<file path="src/rtl/froge_pkg.sv">
// Shared constants and types for the game's sprite movers (cars, logs, frog).
package froge_pkg;

    localparam int SCREEN_W = 640;
    localparam int SCREEN_H = 480;
    localparam int SPRITE_W = 32;
    localparam int SPRITE_H = 24;

    // Signed horizontal position: sprites may sit partly off the left edge.
    typedef logic signed [10:0] xpos_t;

    // Palette index that the colour mapper treats as "no pixel".
    localparam logic [7:0] TRANSPARENT_IDX = 8'd0;

    // First pixel-pipeline stage: sprite-local coordinates of the winning car.
    typedef struct packed {
        logic       inbox;
        logic [5:0] dx;
        logic [5:0] dy;
    } s1_t;

    localparam s1_t S1_IDLE = '{inbox: 1'b0, dx: 6'd0, dy: 6'd0};

endpackage

</file>
<file path="src/rtl/frame_tick_sync.sv">
// Brings a vsync-derived level into the logic clock domain and emits a
// single-cycle pulse on each rising edge. Shared by all sprite movers.
module frame_tick_sync (
    input  logic i_clk,
    input  logic i_rst_n,
    input  logic i_level,
    output logic o_tick
);

    logic r_meta;
    logic r_sync;
    logic r_prev;

    // Two-flop synchroniser followed by a history flop for edge detection.
    always_ff @(posedge i_clk) begin
        if (!i_rst_n) begin
            r_meta <= 1'b0;
            r_sync <= 1'b0;
            r_prev <= 1'b0;
        end else begin
            r_meta <= i_level;
            r_sync <= r_meta;
            r_prev <= r_sync;
        end
    end

    // History is cleared to 0, so a level already high after reset still counts as an edge.
    assign o_tick = r_sync & ~r_prev;

endmodule

</file>
<file path="src/rtl/othercar_lane_engine.sv">
// One lane of right-moving cars: per-frame motion, scan-position to sprite
// ROM address mapping, registered car pixel output and frog overlap flag.
module othercar_lane_engine #(
    parameter int NUM_CARS = 3,
    parameter int LANE_Y   = 240,
    parameter int SPEED    = 2,
    parameter int SPACING  = 224,
    parameter int SCREEN_W = froge_pkg::SCREEN_W,
    parameter int SPRITE_W = froge_pkg::SPRITE_W,
    parameter int SPRITE_H = froge_pkg::SPRITE_H
) (
    input  logic       Clk,
    input  logic       Reset,
    input  logic       frame_clk,
    input  logic       freeze,
    input  logic [9:0] DrawX,
    input  logic [9:0] DrawY,
    input  logic [9:0] frog_x,
    input  logic [9:0] frog_y,
    input  logic [7:0] rom_data,
    output logic [5:0] DX,
    output logic [5:0] DY,
    output logic       car_on,
    output logic [7:0] car_idx,
    output logic       collide
);

    import froge_pkg::*;

    // Constants pre-sized to the arithmetic widths they are compared against.
    localparam logic signed [11:0] C_WRAP_AT = 12'(SCREEN_W);
    localparam logic signed [11:0] C_WRAP_BY = 12'(SCREEN_W + SPRITE_W);
    localparam logic signed [11:0] C_SPEED   = 12'(SPEED);
    localparam logic signed [10:0] C_SW11    = 11'(SPRITE_W);
    localparam logic signed [10:0] C_SH11    = 11'(SPRITE_H);
    localparam logic signed [10:0] C_LANE11  = 11'(LANE_Y);
    localparam logic signed [11:0] C_SW12    = 12'(SPRITE_W);
    localparam logic signed [11:0] C_SH12    = 12'(SPRITE_H);
    localparam logic signed [11:0] C_LANE12  = 12'(LANE_Y);

    logic                w_tick;
    logic [NUM_CARS-1:0] w_hit;
    logic [NUM_CARS-1:0] w_overlap;
    logic [5:0]          w_rx_lo [NUM_CARS];
    logic signed [10:0]  w_ry;
    logic                w_ry_ok;
    logic signed [11:0]  w_fx;
    logic signed [11:0]  w_fy;
    logic                w_fy_ok;
    s1_t                 w_s1;
    s1_t                 r_s1;
    logic [7:0]          r_idx;
    logic                r_on;
    logic                r_collide;

    frame_tick_sync u_frame_sync (
        .i_clk   (Clk),
        .i_rst_n (Reset),
        .i_level (frame_clk),
        .o_tick  (w_tick)
    );

    // Row offset into the lane is common to every car.
    assign w_ry    = $signed({1'b0, DrawY}) - C_LANE11;
    assign w_ry_ok = !w_ry[10] && (w_ry < C_SH11);

    // Frog box extents widened to 12 bits so sums never overflow.
    assign w_fx    = $signed({2'b00, frog_x});
    assign w_fy    = $signed({2'b00, frog_y});
    assign w_fy_ok = (w_fy < C_LANE12 + C_SH12) && (C_LANE12 < w_fy + C_SH12);

    for (genvar gi = 0; gi < NUM_CARS; gi++) begin : g_car
        localparam xpos_t C_INIT = 11'(gi * SPACING);

        xpos_t              r_car_x;
        logic signed [11:0] w_sum;
        logic signed [11:0] w_wrapped;
        xpos_t              w_next;
        xpos_t              w_rx;
        logic signed [11:0] w_cx;

        // Advance by SPEED; past the right edge the car re-enters one sprite-width left of 0.
        assign w_sum     = $signed({r_car_x[10], r_car_x}) + C_SPEED;
        assign w_wrapped = w_sum - C_WRAP_BY;
        assign w_next    = (w_sum >= C_WRAP_AT) ? w_wrapped[10:0] : w_sum[10:0];

        // Car position: restarts at its slot, moves only on unfrozen frame ticks.
        always_ff @(posedge Clk) begin
            if (!Reset) begin
                r_car_x <= C_INIT;
            end else if (w_tick && !freeze) begin
                r_car_x <= w_next;
            end
        end

        // Sprite-local column of the scan position relative to this car.
        assign w_rx         = $signed({1'b0, DrawX}) - r_car_x;
        assign w_hit[gi]    = !w_rx[10] && (w_rx < C_SW11) && w_ry_ok;
        assign w_rx_lo[gi]  = w_rx[5:0];

        // Horizontal box overlap with the frog; vertical test is shared.
        assign w_cx          = $signed({r_car_x[10], r_car_x});
        assign w_overlap[gi] = (w_fx < w_cx + C_SW12) && (w_cx < w_fx + C_SW12);
    end

    // Pick the lowest-index car covering the scan position.
    always_comb begin
        w_s1 = S1_IDLE;
        for (int unsigned k = 0; k < NUM_CARS; k++) begin
            if (w_hit[k] && !w_s1.inbox) begin
                w_s1.inbox = 1'b1;
                w_s1.dx    = w_rx_lo[k];
                w_s1.dy    = w_ry[5:0];
            end
        end
    end

    // Stage 1: register ROM address and in-box flag.
    always_ff @(posedge Clk) begin
        if (!Reset) begin
            r_s1 <= S1_IDLE;
        end else begin
            r_s1 <= w_s1;
        end
    end

    // Stage 2: register the ROM palette index; index 0 is see-through.
    always_ff @(posedge Clk) begin
        if (!Reset) begin
            r_idx <= TRANSPARENT_IDX;
            r_on  <= 1'b0;
        end else begin
            r_idx <= r_s1.inbox ? rom_data : TRANSPARENT_IDX;
            r_on  <= r_s1.inbox && (rom_data != TRANSPARENT_IDX);
        end
    end

    // Collision flag: any car box overlapping the frog box this cycle.
    always_ff @(posedge Clk) begin
        if (!Reset) begin
            r_collide <= 1'b0;
        end else begin
            r_collide <= (|w_overlap) && w_fy_ok;
        end
    end

    assign DX      = r_s1.dx;
    assign DY      = r_s1.dy;
    assign car_idx = r_idx;
    assign car_on  = r_on;
    assign collide = r_collide;

endmodule

</file>
<file path="config.mk">
export PLATFORM = sky130hd
export DESIGN_NAME = othercar_lane_engine
export DESIGN_NICKNAME = d
export VERILOG_FILES = /design/src/rtl/froge_pkg.sv /design/src/rtl/frame_tick_sync.sv /design/src/rtl/othercar_lane_engine.sv
export SDC_FILE = /design/constraint.sdc
export NUM_CORES = 1
export LEC_CHECK = 0
export ABC_AREA = 1
export BUFFER_PORTS_ARGS = -buffer_cell sky130_fd_sc_hd__buf_2
export CORE_ASPECT_RATIO = 0.5
export CORE_MARGIN = 2
export CORE_UTILIZATION = 45
export CTS_BUF_LIST = sky130_fd_sc_hd__clkbuf_8 sky130_fd_sc_hd__clkbuf_16
export DETAILED_ROUTE_END_ITERATION = 7
export PLACE_DENSITY = 0.62
export SYNTH_ARGS = -nofsm -noshare
export SYNTH_HDL_FRONTEND = slang
export SYNTH_SLANG_ARGS = --single-unit
</file>
<file path="constraint.sdc">
create_clock -name Clk -period 2.55 [get_ports Clk]
set_input_delay 0.1275 -clock Clk [delete_from_list [all_inputs] [get_ports Clk]]
set_output_delay 0.1275 -clock Clk [all_outputs]
set_load 0.02 [all_outputs]
</file>
==> results.py, run 1 <==
metrics = {
    "placed_design": {
        "dp_hpwl_um": 13300,
        "place_area_um2": 6720,
        "numPortBuffers": 73,
        "gp_congestion": 0.925,
        "dp_slack_ns": 0.0931,
    },
    "drt": {
        "vias": 5995,
        "firstDrtPassIters": 5,
        "drt_iter0_drc": 403,
        "ant_nets": 0,
        "routed_via_density": 5.08,
        "wire_per_inst_um": 13.9,
        "drt_wl_total_um": 16400,
        "post-route-drc-count": 0,
    },
    "critical_path": {
        "crit_end": "DY[4]",
        "cp_cell_sequence": "inv_1 > ha_1 > nand2_1 > o21bai_1 > nand2_1 > nand2_1 > nand2_1 > nand2_1 > xor2_1 > nor2_4 > o21ai_1 > buf_4 > nor2_1",
        "startpoint": "g_car[2].r_car_x[2]",
        "crit_path_end_kind": "register",
        "cpMostUsedCell": "nand2_1",
        "crit_path_top_delay_cell": "dfxtp_1",
        "r2r-end": "DY[4]",
        "r2r_slack_ns": 0.16,
        "critical_path_class": "register to register",
        "r2r-start": "g_car[2].r_car_x[2]",
        "critPathLaunchType": "register",
        "reg2reg_depth": 13,
        "cp_max_fo": 7,
        "critPathMaxStageDelay_ns": 0.50,
        "worstPathArrival_ns": 2.60,
        "worstPathRequired_ns": 2.76,
    },
    "logic_synthesis": {
        "synthSimpleGateAreaFrac_pct": 30.8,
        "synthAdderAreaFrac_pct": 20.2,
        "yosysUniqueCellTypes": 49,
        "netlist.area_leader.share_pct": 19.3,
        "yosys_warnings": 0,
        "synth_top_family_by_area": "simple AND/OR/NAND/NOR gates",
        "syn-cell-area_um2": 6110,
        "synth_flop_cell": "dfxtp_1",
        "synthCells": 921,
        "synth_compound_area_share_pct": 13.0,
        "synth_seq_area_share_pct": 18.4,
        "ys_async_sr_fraction_pct": 0,
        "synth_edf_count": 0,
        "yosysTopAreaCell": "ha_1",
        "syn_avg_cell_area_um2": 6.63,
        "yosys-top-cells-area": "ha_1 19%, dfxtp_1 18%, nand2_1 13%, inv_1 8.5%, a21oi_1 5.6%",
        "muxShareOfSynthArea_pct": 0,
        "synthXorXnorAreaFrac_pct": 6.04,
        "ys_ff_latch": 56,
    },
    "grt": {
        "grt_max_degree": 34,
        "antenna_found_initial": 0,
        "globalRouteOverflowTotal": 0,
        "first_global_vias": 5464,
        "grt_pass1_wl_um": 26900,
        "track_usage_pct": 23.0,
    },
    "clocking": {
        "insertion_delay_ns": 0.30,
        "path_clk_slew_ns": 0.08,
        "numClockSinks": 56,
        "clk_path_buf_depth": 2,
        "cts_tree": "done",
        "cts_buffers": 5,
        "ctsRootBufferMaster": "clkbuf_16",
        "post_cts.repair.setup_buffers": 0,
        "htreeDepth": 2,
    },
    "floorplanning": {
        "die_area_um2": 14600,
        "rows": 30,
        "die_h_um": 86.4,
        "pin_count": 74,
        "die_x_um": 169,
        "initial_core_util_pct": 45.6,
        "fp.coreArea_um2": 13400,
    },
    "timing": {
        "period_share_pct": 93.7,
        "drv_slew": 0,
        "fmax_mhz": 419,
        "skew_ns": 0.00775,
        "finalSetupTns_ns": 0,
        "setup_viol": 0,
        "max-slew-margin-rel_pct": 51.8,
        "period_minus_slack_ns": 2.39,
        "finalWorstSetupSlack_ns": 0.162,
        "worstMarginPinSlew_ns": 0.719,
        "finalHoldViolations": 0,
    },
    "power": {
        "p_switching_uw": 812,
        "p_int_uw": 1530,
        "p_leak_uw": 0.00370,
        "pwr-share-seq_pct": 38.9,
        "peakVddDrop_v": 0.000275,
        "combPwrFrac_pct": 29.5,
        "pwr-share-clk_pct": 31.6,
        "switching_share_pct": 34.7,
        "power.density_nw_per_um2": 338,
    },
    "layout": {
        "fillers": 1350,
        "fin_area_um2": 6910,
        "fin_nets": 1151,
        "area_growth_pct": 13.1,
        "postLayoutCoreUtil_pct": 51.5,
        "drive_above_1_share_pct": 15.1,
        "n_antenna_cell": 0,
    },
    "min_path": {
        "hold_class": "input pin to register",
    },
    "run_status": {
        "outcome": "completed",
    },
    "run": {
        "cap_viol_max_count": 0,
    },
}
==> flip-flops by register name, summed over array words and instances, names as in the netlist <==
name,flops
g_car.r_car_x,30
DX,6
r_s1,1
car_on,1
DY,6
car_idx,8
collide,1
u_frame_sync.r_sync,1
u_frame_sync.r_meta,1
u_frame_sync.r_prev,1
==> synthesized netlist by cell type (2+ instances only) <==
library cell and n:
nand2_2 7, nor2_4 2, nor4_1 2, inv_1 139, dfxtp_1 56, nand3_1 63
nor3_1 15, o21ai_1 10, nand3b_1 4, inv_2 5, a211oi_1 4, xor2_1 25
a21oi_1 68, ha_1 94, xor2_4 2, or2_0 2, nand2_4 4, nand2_1 216
a21oi_2 2, nand4_1 16, o211ai_1 5, xnor2_1 9, nor2_1 77, a211o_1 2
a21o_1 2, o21ai_0 32, o21a_1 6, nand3_2 5, fa_1 3, buf_4 13
clkbuf_1 8, o21bai_1 3, nor2_2 3, clkinv_1 2
==> layout by cell type (no fill, tap or decap), types with 15 or more instances in the layout <==
| master | netlist | final |
|---|---|---|
| a21oi_1 | 68 | 67 |
| buf_2 | 0 | 73 |
| buf_4 | 13 | 21 |
| dfxtp_1 | 56 | 50 |
| ha_1 | 94 | 94 |
| inv_1 | 139 | 139 |
| nand2_1 | 216 | 216 |
| nand3_1 | 63 | 63 |
| nand4_1 | 16 | 16 |
| nor2_1 | 77 | 74 |
| nor3_1 | 15 | 15 |
| o21ai_0 | 32 | 32 |
| xor2_1 | 25 | 25 |
==> timing repair <==
item                                    4_1_cts  5_1_grt
resized for setup                             0       12
endpoints found under the setup margin        0       11
hold buffers                                  1        0
hold endpoints to repair                      1        0
==> stage by stage <==
stage                     total power, µW  hold slack, ns  cells
after floorplan                      1400           0.200    922
after global placement               1590           0.311   1170
after detailed placement             1600           0.313   1170
after CTS                            2350          0.0214   1179
after global routing                 2490          0.0168   1179
final                                2340          0.0234   1179
==> power by group through the flow <==
stage | Combinational [µW] | Sequential [µW] | Clock [µW]
final | 689 | 909 | 738
after global routing | 791 | 912 | 792
after CTS | 680 | 909 | 756
after detailed placement | 675 | 929 | 0
after global placement | 664 | 929 | 0
after floorplan | 467 | 931 | 0
==> cell families (layout without fill, tap and decap cells) <==
| logic type | count (synthesis) | count (layout) |
|---|---|---|
| AND/OR/NAND/NOR | 421 | 421 |
| XOR/XNOR | 37 | 37 |
| buffers and inverters | 169 | 250 |
| adder cells (fa/ha/maj) | 97 | 97 |
| other | 1 | 2 |
| AO/OA/AOI/OAI | 140 | 140 |
| flip-flops | 56 | 56 |
==> final cells by class <==
cell class	instances	area, µm²	share of cell area (%)
clock inverters	3	22.5	0.326
repair buffers	95	533	7.72
inverters	147	557	8.06
well taps	176	220	3.19
flip-flops and latches	56	1130	16.3
clock buffers	5	125	1.81
multi-input cells	697	4320	62.5
==> worst max-delay path, delay by kind of cell, from the launching register on <==
family,cells,cell delay (ns)
flip-flops,1,0.50
AO/OA/AOI/OAI,2,0.36
XOR/XNOR,1,0.28
adder cells (fa/ha/maj),1,0.30
AND/OR/NAND/NOR,7,0.53
buffers and inverters,2,0.32
==> per-layer routing <==
| layer | vias up | track usage [%] | share of wire [%] |
|---|---|---|---|
| li1 | 3149 | - | - |
| met1 | 2652 | 33.6 | 53 |
| met2 | 187 | 36.5 | 40 |
| met3 | 7 | 4.11 | 6.9 |
| met4 | 0 | 2.51 | 0.38 |
| met5 | - | 0 | 0 |
==> worst min path at each step <==
stage | startpoint | to | slack, ns | cells past startpoint
4_1_cts | DrawY[2] | DY[2] | 0.02 | 3
5_1_grt | DrawY[2] | DY[2] | 0.02 | 3
3_5_place_dp | frame_clk | u_frame_sync.r_meta | 0.31 | 3
2_1_floorplan | DrawY[4] | DY[4] | 0.20 | 1
6_report | DrawY[2] | DY[2] | 0.02 | 3
3_3_place_gp | frame_clk | u_frame_sync.r_meta | 0.31 | 3
(Power assumes the default switching activity.)
==> run 2, diff against run 1 <==
--- a/config.mk
+++ b/config.mk
@@ -5,14 +5,13 @@
 export SDC_FILE = /design/constraint.sdc
 export NUM_CORES = 1
 export LEC_CHECK = 0
-export ABC_AREA = 1
 export BUFFER_PORTS_ARGS = -buffer_cell sky130_fd_sc_hd__buf_2
 export CORE_ASPECT_RATIO = 0.5
 export CORE_MARGIN = 2
-export CORE_UTILIZATION = 45
+export CORE_UTILIZATION = 60
 export CTS_BUF_LIST = sky130_fd_sc_hd__clkbuf_8 sky130_fd_sc_hd__clkbuf_16
 export DETAILED_ROUTE_END_ITERATION = 7
-export PLACE_DENSITY = 0.62
+export PLACE_DENSITY = 0.8
 export SYNTH_ARGS = -nofsm -noshare
 export SYNTH_HDL_FRONTEND = slang
 export SYNTH_SLANG_ARGS = --single-unit
==> run 2 against run 1 <==
  * The run now ends with negative setup slack left
  * Final area is 14% higher
  * Largest power group unchanged
  * Critical path type unchanged
  * Critical endpoint is now DX[3]
  * Clock power is 4.6% higher
  * Clock skew is 0.0023 ns higher
  * Worst setup slack worse by 0.38 ns
==> results.py, run 2 <==
metrics = {
    "grt": {
        "grt_pass1_wl_um": 28700,
        "antenna_found_initial": 0,
        "grt_use_met3_pct": 5.95,
        "first_global_vias": 5802,
        "grt_use_met1_pct": 44.6,
        "gr-usage-met2_pct": 56.8,
        "globalRouteOverflowTotal": 0,
        "track_usage_pct": 33.4,
        "busiest_layer": "met2",
        "grt_max_degree": 33,
    },
    "power": {
        "p_leak_uw": 0.00347,
        "peakVddDrop_v": 0.000300,
        "power_uw": 2220,
        "power.density_nw_per_um2": 281,
    },
    "logic_synthesis": {
        "synth_flop_cell": "dfxtp_1",
        "yosys-top-cells-area": "ha_1 20%, dfxtp_1 19%, xnor2_1 5.6%, o21ai_0 3.3%, nand2_1 3.3%",
        "synth_edf_count": 0,
        "synth_seq_area_share_pct": 18.8,
        "ys_ff_latch": 56,
        "synthCells": 741,
        "syn_avg_cell_area_um2": 8.06,
        "yosysUniqueCellTypes": 68,
        "yosysTopAreaCell": "ha_1",
        "syn-cell-area_um2": 5970,
        "netlist.area_leader.share_pct": 19.7,
        "ys_async_sr_fraction_pct": 0,
        "synth.most_common_cell": "ha_1",
        "yosys-top-cells-count": "94 x ha_1, 56 x dfxtp_1, 52 x nand2_1, 43 x inv_1, 39 x o21ai_0",
        "yosys_warnings": 0,
    },
    "critical_path": {
        "cp_max_fo": 5,
        "critPathLaunchType": "register",
        "critical_path_class": "register to register",
        "worstPathArrival_ns": 3.01,
        "crit_path_end_kind": "register",
        "worstPathRequired_ns": 2.80,
    },
    "layout": {
        "drive_above_1_share_pct": 32.4,
        "fin_area_um2": 7900,
        "fin_nets": 1043,
        "n_antenna_cell": 0,
        "stdcell_count": 1030,
        "final_common_cell": "buf_4",
        "largest_reg_flops": 30,
        "area_growth_pct": 32.2,
        "layout_common_cells": "105 x buf_4, 75 x ha_1, 74 x buf_2",
        "largest_register": "g_car.r_car_x",
    },
    "clocking": {
        "path_clk_slew_ns": 0.09,
        "numClockSinks": 56,
        "cts_tree": "done",
        "cts_buffers": 5,
        "htreeDepth": 2,
        "insertion_delay_ns": 0.31,
        "ctsRootBufferMaster": "clkbuf_16",
        "clk_path_buf_depth": 2,
        "holdBufCountCts": 0,
    },
    "drt": {
        "wire_per_inst_um": 19.0,
        "post-route-drc-count": 0,
        "ant_nets": 0,
        "vias": 6505,
        "drt_iter0_drc": 537,
        "routed_via_density": 6.32,
        "firstDrtPassIters": 5,
        "drt_wl_total_um": 19600,
    },
    "floorplanning": {
        "die_area_um2": 10800,
        "pin_count": 74,
        "die_x_um": 145,
        "die_h_um": 74.5,
        "fp.coreArea_um2": 9570,
        "rows": 25,
        "initial_core_util_pct": 62.4,
    },
    "timing": {
        "max-slew-margin-rel_pct": 44.6,
        "worstMarginPinSlew_ns": 0.831,
        "rsz0062_at_grt": "yes",
        "skew_ns": 0.0100,
        "finalWorstSetupSlack_ns": -0.218,
        "finalHoldViolations": 0,
        "drv_slew": 0,
        "period_share_pct": 109,
        "period_minus_slack_ns": 2.77,
        "fmax_mhz": 361,
        "setup_viol": 13,
    },
    "min_path": {
        "hold_class": "input pin to register",
    },
    "run_status": {
        "outcome": "finished, violations left",
        "violations": "negative setup slack",
    },
    "placed_design": {
        "gp_congestion": 0.969,
        "dp_hpwl_um": 13800,
        "dp.cells": 1006,
        "numPortBuffers": 73,
        "place_area_um2": 7140,
    },
    "run": {
        "cap_viol_max_count": 0,
    },
}
## run 2: cell count changes after synthesis, sizes merged, moves of 17 or more
cell	change
nor2	-45
nor2b	+17
nand3	-38
and3	+21
a21oi	-40
inv	-101
nand2	-175
xnor2	+29
## run 2: layer usage
| layer | up-vias | wire length [µm] | share of wire [%] |
|---|---|---|---|
| met5 | - | 0 | 0 |
| met4 | 0 | 561 | 2.9 |
| met3 | 63 | 1720 | 8.8 |
| met2 | 381 | 8740 | 45 |
| met1 | 3058 | 8540 | 44 |
| li1 | 3003 | - | - |
## run 2: area by class of cell
class | count | area (µm²)
multi-input combinational | 605 | 5050
fill | 583 | 1680
timing repair buffer | 183 | 1210
sequential | 56 | 1140
tap | 135 | 169
inverter | 43 | 164
clock buffer | 5 | 125
clock inverter | 3 | 26.3
## run 2: worst paths after layout
check,from,endpoint,slack (ns),depth (start not counted)
worst min-delay path,frame_clk,u_frame_sync.r_meta,0.04,2
worst min register to register,u_frame_sync.r_meta,u_frame_sync.r_sync,0.47,1
worst max register to register,g_car[0].r_car_x[4],DX[3],-0.22,10
worst max-delay path,g_car[0].r_car_x[4],DX[3],-0.22,10
## run 2: logic make-up (layout without fill, tap and decap cells)
group                    Yosys count  in the layout  synth area share (%)
multiplexers                       5              5                 0.838
other                              1              2                0.0628
AND/OR/NAND/NOR                  258            258                  22.9
buffers and inverters             81            234                  5.99
flip-flops                        56             56                  18.8
AO/OA/AOI/OAI                    189            189                  22.8
XOR/XNOR                          53             53                  7.77
adder cells (fa/ha/maj)           98             98                  20.9
## run 2: power by group
group	switching (µW)	internal [µW]	total, µW
registers	4.10	878	882
logic	306	258	564
clock network	395	377	772
## run 2: worst max-delay path, cell delays in order, from the launching register on
cell	delay (ns)
dfxtp_2	0.34
inv_1	0.07
ha_1	0.38
o21a_1	0.16
o31a_1	0.20
o41ai_4	0.09
nor4_1	0.25
a311oi_1	0.09
or4b_4	0.62
or3_4	0.39
a21boi_1	0.12
## run 2: what timing repair did
action / 4_1_cts / 5_1_grt
resized for setup: 40 / 65
pin swaps: 13 / 27
setup buffers: 3 / 13
endpoints found under the setup margin: 13 / 28
gates cloned: 1 / 0
## run 2: per-stage QoR
stage / setup WS [ns] / TNS (ns) / hold WS, ns / util, %
finish: -0.218 / -1.68 / 0.0414 / 82.5
global route: -0.251 / -2.59 / 0.0410 / 82.5
CTS: -0.140 / -0.741 / 0.0388 / 78.2
detailed placement: -0.198 / -2.00 / 0.356 / 74.6
global placement: -0.150 / -1.45 / 0.332 / 74.6
floorplan: -0.0523 / -0.235 / 0.255 / -
